File: config.mk
export PLATFORM = sky130hd
export DESIGN_NAME = circle_draw_ctrl
export DESIGN_NICKNAME = d
export VERILOG_FILES = /design/src/rtl/circle_draw_ctrl.sv
export SDC_FILE = /design/constraint.sdc
export NUM_CORES = 1
export LEC_CHECK = 0
export ABC_AREA = 0
export BUFFER_PORTS_ARGS = -buffer_cell sky130_fd_sc_hd__buf_2
export CORE_UTILIZATION = 47
export CTS_BUF_LIST = sky130_fd_sc_hd__clkbuf_8
export CTS_CLUSTER_DIAMETER = 100
export DETAILED_ROUTE_END_ITERATION = 6
export PLACE_DENSITY = 0.88
export SLEW_MARGIN = 10
export SYNTH_ARGS = -nofsm -noshare
export SYNTH_HDL_FRONTEND = slang
export SYNTH_SLANG_ARGS = --single-unit
File: constraint.sdc
create_clock -name clk -period 1.94 [get_ports clk]
set_clock_uncertainty 0.2 [all_clocks]
set_input_delay 0.388 -clock clk [delete_from_list [all_inputs] [get_ports clk]]
set_output_delay 0.388 -clock clk [all_outputs]
set_load 0.02 [all_outputs]
File: src/rtl/circle_draw_ctrl.sv
// rtl/circle_draw_ctrl.sv - sequencer for the VGA clear pass and midpoint-circle draw
module circle_draw_ctrl #(
  parameter logic       CLEAR_FIRST   = 1'b1,
  parameter logic [2:0] CLEAR_COLOUR  = 3'b000,
  parameter logic [2:0] CIRCLE_COLOUR = 3'b010
) (
  input  logic       clk,
  input  logic       reset,
  input  logic       start,
  input  logic       xdone,
  input  logic       ydone,
  input  logic       cdone,
  output logic       initx,
  output logic       inity,
  output logic       initc,
  output logic       loadx,
  output logic       loady,
  output logic       loadc,
  output logic       flagc,
  output logic [4:0] selx,
  output logic [4:0] sely,
  output logic       plot,
  output logic [2:0] colour,
  output logic       busy,
  output logic       done
);

  localparam logic [2:0] S_IDLE      = 3'd0;
  localparam logic [2:0] S_CLR_INIT  = 3'd1;
  localparam logic [2:0] S_CLR_PLOT  = 3'd2;
  localparam logic [2:0] S_CIR_INIT  = 3'd3;
  localparam logic [2:0] S_CIR_OCT   = 3'd4;
  localparam logic [2:0] S_CIR_STEP  = 3'd5;
  localparam logic [2:0] S_CIR_CHECK = 3'd6;
  localparam logic [2:0] S_DONE      = 3'd7;

  logic [2:0] state_q, state_d;
  logic [2:0] k_q, k_d;

  always_ff @(posedge clk or posedge reset) begin
    if (reset) begin
      state_q <= S_IDLE;
      k_q     <= 3'd0;
    end else begin
      state_q <= state_d;
      k_q     <= k_d;
    end
  end

  always_comb begin
    state_d = state_q;
    k_d     = k_q;
    initx   = 1'b0;
    inity   = 1'b0;
    initc   = 1'b0;
    loadx   = 1'b0;
    loady   = 1'b0;
    loadc   = 1'b0;
    flagc   = 1'b0;
    selx    = 5'b10000;
    sely    = 5'b10000;
    plot    = 1'b0;
    colour  = 3'b000;
    busy    = 1'b1;
    done    = 1'b0;
    case (state_q)
      S_IDLE: begin
        busy = 1'b0;
        if (start) state_d = CLEAR_FIRST ? S_CLR_INIT : S_CIR_INIT;
      end
      S_CLR_INIT: begin
        initx   = 1'b1;
        inity   = 1'b1;
        loadx   = 1'b1;
        loady   = 1'b1;
        state_d = S_CLR_PLOT;
      end
      S_CLR_PLOT: begin
        // column-major sweep: y wraps to 0 and x advances at the bottom of each column
        plot   = 1'b1;
        colour = CLEAR_COLOUR;
        if (!ydone) begin
          loady = 1'b1;
        end else if (!xdone) begin
          loady = 1'b1;
          inity = 1'b1;
          loadx = 1'b1;
        end else begin
          state_d = S_CIR_INIT;
        end
      end
      S_CIR_INIT: begin
        flagc   = 1'b1;
        initx   = 1'b1;
        inity   = 1'b1;
        initc   = 1'b1;
        loadx   = 1'b1;
        loady   = 1'b1;
        loadc   = 1'b1;
        k_d     = 3'd0;
        state_d = S_CIR_OCT;
      end
      S_CIR_OCT: begin
        plot   = 1'b1;
        colour = CIRCLE_COLOUR;
        k_d    = k_q + 3'd1;
        case (k_q)
          3'd0:    begin selx = 5'b00001; sely = 5'b00001; end
          3'd1:    begin selx = 5'b00010; sely = 5'b00010; end
          3'd2:    begin selx = 5'b00100; sely = 5'b00001; end
          3'd3:    begin selx = 5'b01000; sely = 5'b00010; end
          3'd4:    begin selx = 5'b00100; sely = 5'b00100; end
          3'd5:    begin selx = 5'b01000; sely = 5'b01000; end
          3'd6:    begin selx = 5'b00001; sely = 5'b00100; end
          default: begin selx = 5'b00010; sely = 5'b01000; end
        endcase
        if (k_q == 3'd7) state_d = S_CIR_STEP;
      end
      S_CIR_STEP: begin
        flagc   = 1'b1;
        loadx   = 1'b1;
        loady   = 1'b1;
        loadc   = 1'b1;
        state_d = S_CIR_CHECK;
      end
      S_CIR_CHECK: begin
        // one settle cycle so cdone reflects the freshly stepped x/y
        k_d     = 3'd0;
        state_d = cdone ? S_CIR_OCT : S_DONE;
      end
      S_DONE: begin
        busy = 1'b0;
        done = 1'b1;
        if (!start) state_d = S_IDLE;
      end
      default: state_d = S_IDLE;
    endcase
  end

endmodule

# Word-level counts from Yosys, hierarchy flattened
# Index checks and enable logic that the tools add are counted.
# W data, S select, Z words.
[op_classes]
muxes = 25
n_addsub = 1
eq_ne = 19
n_reduce_logical = 16
[op_table]
columns = ["op", "count"]
rows = [
  ["$eq A3 B3 Y1 const B", 8],
  ["$pmux W3 S8", 1],
  ["$pmux W4 S3", 2],
  ["$reduce_or A2 Y1", 11],
  ["$mux W3", 5],
  ["$eq A3 B2 Y1 const B", 4],
  ["$mux W5", 2],
  ["$ne A2 B2 Y1 const B", 5],
  ["$mux W1", 9],
  ["$eq A3 B1 Y1 const B", 2],
  ["$logic_not A3 Y1", 2],
  ["$pmux W1 S2", 3],
  ["$pmux W3 S2", 1],
  ["$reduce_and A5 Y1", 1],
  ["$mux W2", 2],
  ["$add A3 B1 Y3 const B", 1],
  ["$reduce_or A3 Y1", 1],
  ["$reduce_bool A2 Y1", 1],
]
[totals]
regBits = 6
in_bits = 6
wordCells = 63
output_inout_bits = 23

# Depth between registers and ports, before layout
# Gate-level depths: netlist of the first run.
[logic_depth]
depth_word = 4
ltp_mapped = 4
mapped_depth_nobuf = 4

# Worst setup path after synthesis of the first run
# Ideal clock, no wire load.
[synth_path]
path_type = "reg-to-output"
start = "register k_q[0]"
end = "output selx[1]"
path_buffers = 0
required_ns = 1.352
arrival_time_ns = 1.305
path_stages_with_launch = 4
slack_ns = 0.047
path_cell_list = "dfrtp_1 > ha_1 > mux2_4 > nor4_2"
[synth_between]
elab_chain_cells = 4
elab_cells_between_ends = 11
cone_classes = "eq/ne (5); mux (2); reduce/logical (4)"
[synth_rtl]
columns = ["element", "line", "source"]
rows = [
  ["from (decl)", "38", "logic [2:0] k_q, k_d;"],
  ["from (signal assigned)", "46", "k_q <= k_d;"],
  ["$eq A3 B3 Y1, or another cell as far along", "107", "case (k_q)"],
  ["$reduce_or A2 Y1 (no line)", "n/a", ""],
  ["$pmux W4 S3 *", "107", ""],
  ["$mux W5 *", "66", "case (state_q)"],
  ["to (decl)", "20", "output logic [4:0] selx,"],
]
# Mark *: on every way between the ends. The rest lies on a longest branch, timed or not.

# Worst setup path after layout of the first run
# Ends and elaborated chain as after synthesis.

==> results.md, run 1 <==
- The detailed router finished its first iteration with 19 violations.
- The final worst setup slack is -0.105 ns.
- The checks that failed: setup timing.
- From left edge to right edge, the die measures between 30 and 40 um.
- The capturing element type of the critical path is an output pin.
- The placed wire-length estimate is roughly 1100 um.
- The clock period minus worst slack is ~2.0 ns.
- The power density relative to cell area is between 1500 and 2000 nW/um^2.
- The placed instance area is approximately 760 um^2.
- From synthesis to final layout, the design area changed by 42.0%.
- Leaving out fill and tap cells, the most frequent cells in the layout are buf_2 (23), buf_4 (11), nor2_1 (8), a21oi_1 (8).
- The overall track demand over capacity in global routing is 0.262.
- The initial antenna violation count was 0.
- The number of top-level pins is 29.
- The number of I/O port buffers is 26.
- The sequential area share after synthesis is 0.240.
- The core area is ~1200 um^2.
- Summed over all layers, the routed wires come to 1670 um.
- Across the VDD grid, the largest voltage drop is 0.922 mV.
- The weighted congestion reported at the end of routability-driven placement is 0.802.
- After filler insertion, the fill cell instance count of the layout stands at 80.
- In this run, CTS created clock tree buffers numbering 3.
- The analysis attributes to cell leakage a power of between 0.4 and 0.5 nW.
- The layout net count is about 130.
- The register clock-pin slew on the reported worst setup and hold paths is ~0.04 ns.
- Tracing the worst setup path back leads to its startpoint at k_q[0]$_DFFE_PP0P_.
- The pin count of the biggest net entering global routing is 15.
- The type of the worst min-delay path is input pin to flop.
- After synthesis, the mean cell area works out to approximately 8 um^2.
- The post-route fraction of the period consumed by the critical path is 1.05.
- The number of search-and-repair iterations in the first detailed-routing pass is 4.
- For this block, the via count after detailed routing is around 670.
- The clock sink count is 6.
- Leaving out fill and tap cells, the most frequent cell in the layout is buf_2.
- The count of yosys warnings during synthesis is 0.
- The worst setup path is launched from a flop.
- At the worst endpoint, the required time is about 1.4 ns.
- The cell chosen for the clock root is clkbuf_8.
- The reg-to-reg endpoint is k_q[2]$_DFFE_PP0P_.
- For this configuration, the core starts out at a cell density of 0.534.
- The die outline area is 1480 um^2.
- The critical path is of the flop to output pin type.
- The flow ran to the end, but the final reports show violations.
- For the worst flop-to-flop path, the logic depth is 6.
- The via count of the first global-routing pass was roughly 560.
- The number of instances in the synthesized netlist is about 80.
- The repair_antennas step left the layout with diodes totalling 0.
- The residual DRC count is 0.
- The post-route antenna net violation count is 0.
- The highest attainable clock frequency is 489 MHz.
- The area used by multi-input combinational logic is 422 um^2.
- For the worst-skew pair, the clock arrives at the later sink with an insertion delay of 0.22 ns.
- The smallest hold slack is 0.283 ns.
- Using the TritonRoute via totals, the vias-per-cell ratio works out to roughly 5.4.
- The number of cells traversed by the worst hold path is 3.
- The launch instance of the worst min-delay path is start.
- The worst setup timing slack at the placement stage is roughly 0.097 ns.
- TritonCTS built the clock tree.
- Of the cells placed in the final design, the portion with a size suffix greater than 1 is 0.477.
- The beginning of the worst register-to-register path is k_q[0]$_DFFE_PP0P_.
- At the worst endpoint, the arrival time is between 1 and 1.5 ns.
- The total overflow reported by the global router is 0.
- The most critical setup path has its endpoint at selx[1].
- The maximum fanout along the worst path is 5.
- The finished cells cover 888 um^2.
- Setup repair after global routing could not meet its margin everywhere.
- The routed wire length per instance is ~13 um.
- The floorplan has 12 rows.
- The count of cell types in the netlist is 28.
- Setup violations remaining at the end of the flow were counted as 4.
- In this run the number of H-tree levels came out at 1.
- The max-slew violation count is 0.
- The clock passes through at most 2 buffers.
- Across the run, the number of max-cap violations was 0.
- The area of all sequential standard cells is ~150 um^2.
- The post-synth design cell area is around 630 um^2.
- The hold violation count in the final report came to 0.
- The floorplan step set the die height to just under 40 um.
- The first global-routing pass estimated 2550 um of wire.
- The synthesized design contains 6 register bits.
- The slack of the worst reg-to-reg path is 0.19 ns.
-- flip-flops by register name, summed over array words and instances, names as in the netlist --
register / count
k_q: 3
state_q: 3
-- stage by stage --
step / util / power (mW) / TNS [ns] / instances
4_1_cts: 0.729 / 1.52 / -0.150 / 125
5_1_grt: 0.759 / 1.75 / -0.451 / 125
3_5_place_dp: 0.651 / 1.27 / 0 / 118
3_3_place_gp: 0.651 / 1.23 / 0 / 118
6_report: 0.759 / 1.63 / -0.252 / 125
2_1_floorplan: - / 0.995 / 0 / 79
-- routing by layer --
metal	global-route usage	vias to the layer above	wire length, um
met3	0.0523	2	88
met5	0	-	0
met4	0.103	0	11
li1	-	327	-
met2	0.463	25	883
met1	0.303	315	685
-- power breakdown --
group | switching [mW] | internal, mW
Clock | 0.0530 | 0.133
Sequential | 0.0746 | 0.178
Combinational | 0.712 | 0.481
-- synth_stat cells --
master	count	area, um^2
nand2_1	5	18.8
buf_6	2	22.5
nor4_2	1	12.5
nor3_1	3	15.0
dfrtp_1	6	150
inv_1	5	18.8
nor2_2	1	6.26
and2_1	2	12.5
and3_1	3	18.8
conb_1	1	3.75
a211o_1	1	8.76
a22oi_1	2	15.0
xor2_1	1	8.76
nand3_1	2	10.0
a31oi_1	1	6.26
ha_1	6	75.1
buf_4	6	45.0
o311ai_1	1	8.76
mux2_4	1	15.0
nand2b_1	1	6.26
inv_2	2	7.51
nand2_2	1	6.26
nor2b_1	2	12.5
mux2i_1	3	30.0
nor2_1	8	30.0
o2bb2ai_1	1	8.76
a21oi_1	8	40.0
o22ai_1	2	12.5
-- critical path, stage by stage (launching register included) --
cell and delay [ns]:
dfrtp_2 0.43, ha_2 0.19, mux2_4 0.28, nor4_4 0.14, buf_4 0.19
-- repair_timing --
item                                   in CTS  in global routing
hold buffers                                1                  0
gates resized for setup                     7                  9
endpoints found under the hold margin       6                  0
pin swaps                                   0                  1
buffers inserted                            3                  0
setup endpoints to repair                   4                  8
-- final cells by class --
class,count,share of cell area
timing repair buffer,37,0.259
clock buffer,3,0.0465
tap,14,0.0197
inverter,7,0.0296
sequential,6,0.170
multi-input combinational,58,0.475
-- cell families (layout without fill, tap and decap cells) --
logic type,count (synthesis),in the layout,synth area share
multiplexers,4,4,0.0720
other,1,2,0.00599
flip-flops,6,6,0.240
buffers and inverters,15,47,0.150
AO/OA/AOI/OAI,16,16,0.160
AND/OR/NAND/NOR,29,29,0.238
adder cells (fa/ha/maj),6,6,0.120
XOR/XNOR,1,1,0.0140
-- how the worst min path moves through the flow --
stage / endpoint / slack (ns)
2_1_floorplan: k_q[0]$_DFFE_PP0P_ / -0.02
3_3_place_gp: state_q[2]$_DFFE_PP0P_ / 0.11
3_5_place_dp: state_q[2]$_DFFE_PP0P_ / 0.11
4_1_cts: state_q[1]$_DFFE_PP0P_ / 0.28
5_1_grt: state_q[0]$_DFFE_PP0P_ / 0.31
6_report: state_q[0]$_DFFE_PP0P_ / 0.28
Power figures use the tool's default switching activity.
==> run 2, diff against run 1 <==
--- a/config.mk
+++ b/config.mk
@@ -6,12 +6,13 @@
 export NUM_CORES = 1
 export LEC_CHECK = 0
 export ABC_AREA = 0
-export BUFFER_PORTS_ARGS = -buffer_cell sky130_fd_sc_hd__buf_2
-export CORE_UTILIZATION = 47
+export CORE_AREA = 2 2 39 41
 export CTS_BUF_LIST = sky130_fd_sc_hd__clkbuf_8
 export CTS_CLUSTER_DIAMETER = 100
 export DETAILED_ROUTE_END_ITERATION = 6
-export PLACE_DENSITY = 0.88
+export DIE_AREA = 0 0 41 43
+export DONT_BUFFER_PORTS = 1
+export PLACE_DENSITY = 0.7
 export SLEW_MARGIN = 10
 export SYNTH_ARGS = -nofsm -noshare
 export SYNTH_HDL_FRONTEND = slang
==> results.md, run 2 (synthesized netlist as in run 1, its figures left out) <==
- The overall track demand over capacity in global routing is 0.192 (was 0.262).
- The smallest hold slack is 0.125 ns (was 0.283 ns).
- The class of the most critical setup path is flop to output pin (unchanged).
- The initial standard-cell utilization of the core is 0.452 (was 0.534).
- The combinational power share is 0.725 (was 0.731).
- The weighted congestion reported at the end of routability-driven placement came to 0.775 (was 0.802).
- The type of the worst min-delay path is input pin to flop (unchanged).
- The number of vias per cell came to 5.39 (was 5.35).
- The switching part of the total power is 0.496 (was 0.515).
- The via count of the first global-routing pass came to 584 (was 561).
- The placed instance area was 724 um^2 (was 762 um^2).
- Status: complete, but fails checks (unchanged).
- The number of I/O port buffers is 0 (was 26).
- The launching element type of the critical path is a flop (unchanged).
- The wire length of the first global-routing pass is 2300 um (was 2550 um).
- The clock period minus worst slack is 2.04 ns (about the same).
- The maximum level of the CTS H-tree is 1 (unchanged).
- The total CTS buffers is 3 (unchanged).
- The final setup TNS was -0.113 ns (was -0.252 ns).
- The max-slew violation count is 0 (unchanged).
- The area growth from synthesis to final layout is 32.6% (was 42.0%).
- The maximum fanout along the worst path is 4 (was 5).
- The final instance area is 830 um^2 (was 888 um^2).
- The proportion of layout cells with a drive suffix above 1 is 0.443 (was 0.477).
- The die outline area is 1760 um^2 (was 1480 um^2).
- The cell chosen for the clock root is clkbuf_8 (unchanged).
- The floorplan die height is 43 um (was 38.5 um).
- The number of search-and-repair iterations in the first detailed-routing pass was 4 (unchanged).
- The part of the power in the clock network is 0.119 (was 0.114).
- The power density relative to cell area is 1930 nW/um^2 (was 1840 nW/um^2).
- The capturing element type of the critical path is an output pin (unchanged).
- The clock sink count was 6 (unchanged).
- The post-route fraction of the period consumed by the critical path was 1.05 (about the same).
- The maximum buffer depth of the clock tree is 2 (unchanged).
- The leading cell type in the layout, fill and taps excluded is buf_4 (was buf_2).
- The worst stage delay on the critical path is 0.43 ns (about the same).
- The layout net count was 111 (was 125).
- The arrival time of the worst setup path is 1.45 ns (was 1.46 ns).
- The highest attainable clock frequency is 490 MHz (was 489 MHz).
- The switching component of the power is 0.795 mW (was 0.840 mW).
- The proportion of power drawn by flip-flops and latches is 0.157 (was 0.155).
- The required time of the critical path is 1.35 ns (about the same).
- The register clock-pin slew on the reported worst setup and hold paths is 0.04 ns (about the same).
- The total overflow reported by the global router was 0 (unchanged).
- Commonest cells after routing, fill and taps aside: buf_4 (21), nor2_1 (8), a21oi_1 (8) (was buf_2 (23), buf_4 (11), nor2_1 (8), a21oi_1 (8)).
- The largest vdd supply drop is 0.754 mV (was 0.922 mV).
- The final number of setup-violating endpoints is 2 (was 4).
- The number of maximum-capacitance violations was 0 (unchanged).
- The horizontal die dimension is 41 um (was 38.5 um).
- The internal power summed over all cells was 0.807 mW (was 0.792 mW).
- The worst-path cell with the longest stage delay was dfrtp_2 (unchanged).
- The CTS tree was done (unchanged).
- The number of placement rows is 14 (was 12).
- The final worst setup slack is -0.0991 ns (was -0.105 ns).
- The number of top-level pins came to 29 (unchanged).
- The core area is 1380 um^2 (was 1170 um^2).
- The residual DRC count is 0 (unchanged).
- The hold violation count in the final report was 0 (unchanged).
- The cell leakage power is 0.402 nW (was 0.473 nW).
- List of cells traversed by the critical path: ha_2, mux2_4, nor4_2, buf_4 (was ha_2, mux2_4, nor4_4, buf_4).
- The total number of vias came to 609 (was 669).
- The pin count of the biggest net entering global routing is 15 (unchanged).
- The initial antenna violation count is 0 (unchanged).
- The placed wire-length estimate is 1110 um (about the same).
- The sum of routed wire length over all layers came to 1510 um (was 1670 um).
- The clock latency at the later pin of the worst-skew pair was 0.22 ns (about the same).
- The antenna diode count was 0 (unchanged).
- The post-route antenna net violation count is 0 (unchanged).
- The routed wire length per instance came to 13.3 um (was 13.4 um).
- Unrepaired setup endpoints after global routing: yes (unchanged).
- The utilization of the core after routing is 0.599 (was 0.759).
- The total power came to 1.60 mW (was 1.63 mW).
- The DRC violation total after the first TritonRoute iteration came to 10 (was 19).
- Largest registers in the final layout: k_q (3), state_q (3) (unchanged).
- Violations in the final reports: setup timing (unchanged).
run 2: cell count changes in the layout (fill, tap and decap cells not counted), moves of 2 or more:
cell and change:
buf_2 -23, buf_4 +10, and3_1 -3, and3_2 +2
run 2: area by class of cell:
| type | instances | area, um^2 |
|---|---|---|
| inverters | 7 | 26.3 |
| multi-input cells | 58 | 410 |
| repair buffers | 23 | 179 |
| fillers | 125 | 554 |
| well taps | 16 | 20.0 |
| clock buffers | 3 | 41.3 |
| flip-flops and latches | 6 | 153 |
run 2: worst max-delay path, delay by kind of cell, from the launching register on:
family | cells | cell delay [ns]
flops | 1 | 0.43
fa+ha+maj | 1 | 0.20
buf+inv | 1 | 0.18
simple gates | 1 | 0.14
mux | 1 | 0.28
run 2: routing by layer:
metal,vias to the layer above,global-route usage,wire (um)
li1,298,-,-
met4,0,0.133,37
met5,-,0,0
met2,19,0.313,780
met3,5,0.0366,72
met1,287,0.207,617
run 2: per-stage QoR:
step           instances  setup slack [ns]
2_1_floorplan         79            0.0474
3_3_place_gp         106             0.140
3_5_place_dp         106            0.0656
4_1_cts              112           -0.0903
5_1_grt              113            -0.164
6_report             113           -0.0991
run 2: timing repair:
item	in CTS	in global routing
setup endpoints to repair	6	7
buffers inserted	2	1
cloned	0	0
pin swaps	0	0
hold buffers	1	0
resized for setup	7	7
hold endpoints to repair	6	0
run 2: final timing paths:
kind	to	slack [ns]	cells after the start	from
setup / recovery	selx[1]	-0.1	4	k_q[0]$_DFFE_PP0P_
setup reg to reg	k_q[2]$_DFFE_PP0P_	0.04	7	k_q[0]$_DFFE_PP0P_
min in group asynchronous	k_q[1]$_DFFE_PP0P_	0.34	2	reset
hold reg to reg	state_q[1]$_DFFE_PP0P_	0.48	2	state_q[2]$_DFFE_PP0P_
max in group asynchronous	state_q[2]$_DFFE_PP0P_	0.99	2	reset
hold / removal	state_q[1]$_DFFE_PP0P_	0.12	2	start
run 2: power by group through the flow:
stage                     clock, mW  combinational (mW)  sequential (mW)
final                         0.190                1.16            0.251
after global routing          0.203                1.27            0.255
after CTS                     0.195                1.11            0.246
after detailed placement          0                1.06            0.252
after global placement            0                1.03            0.244
after floorplan                   0               0.758            0.237
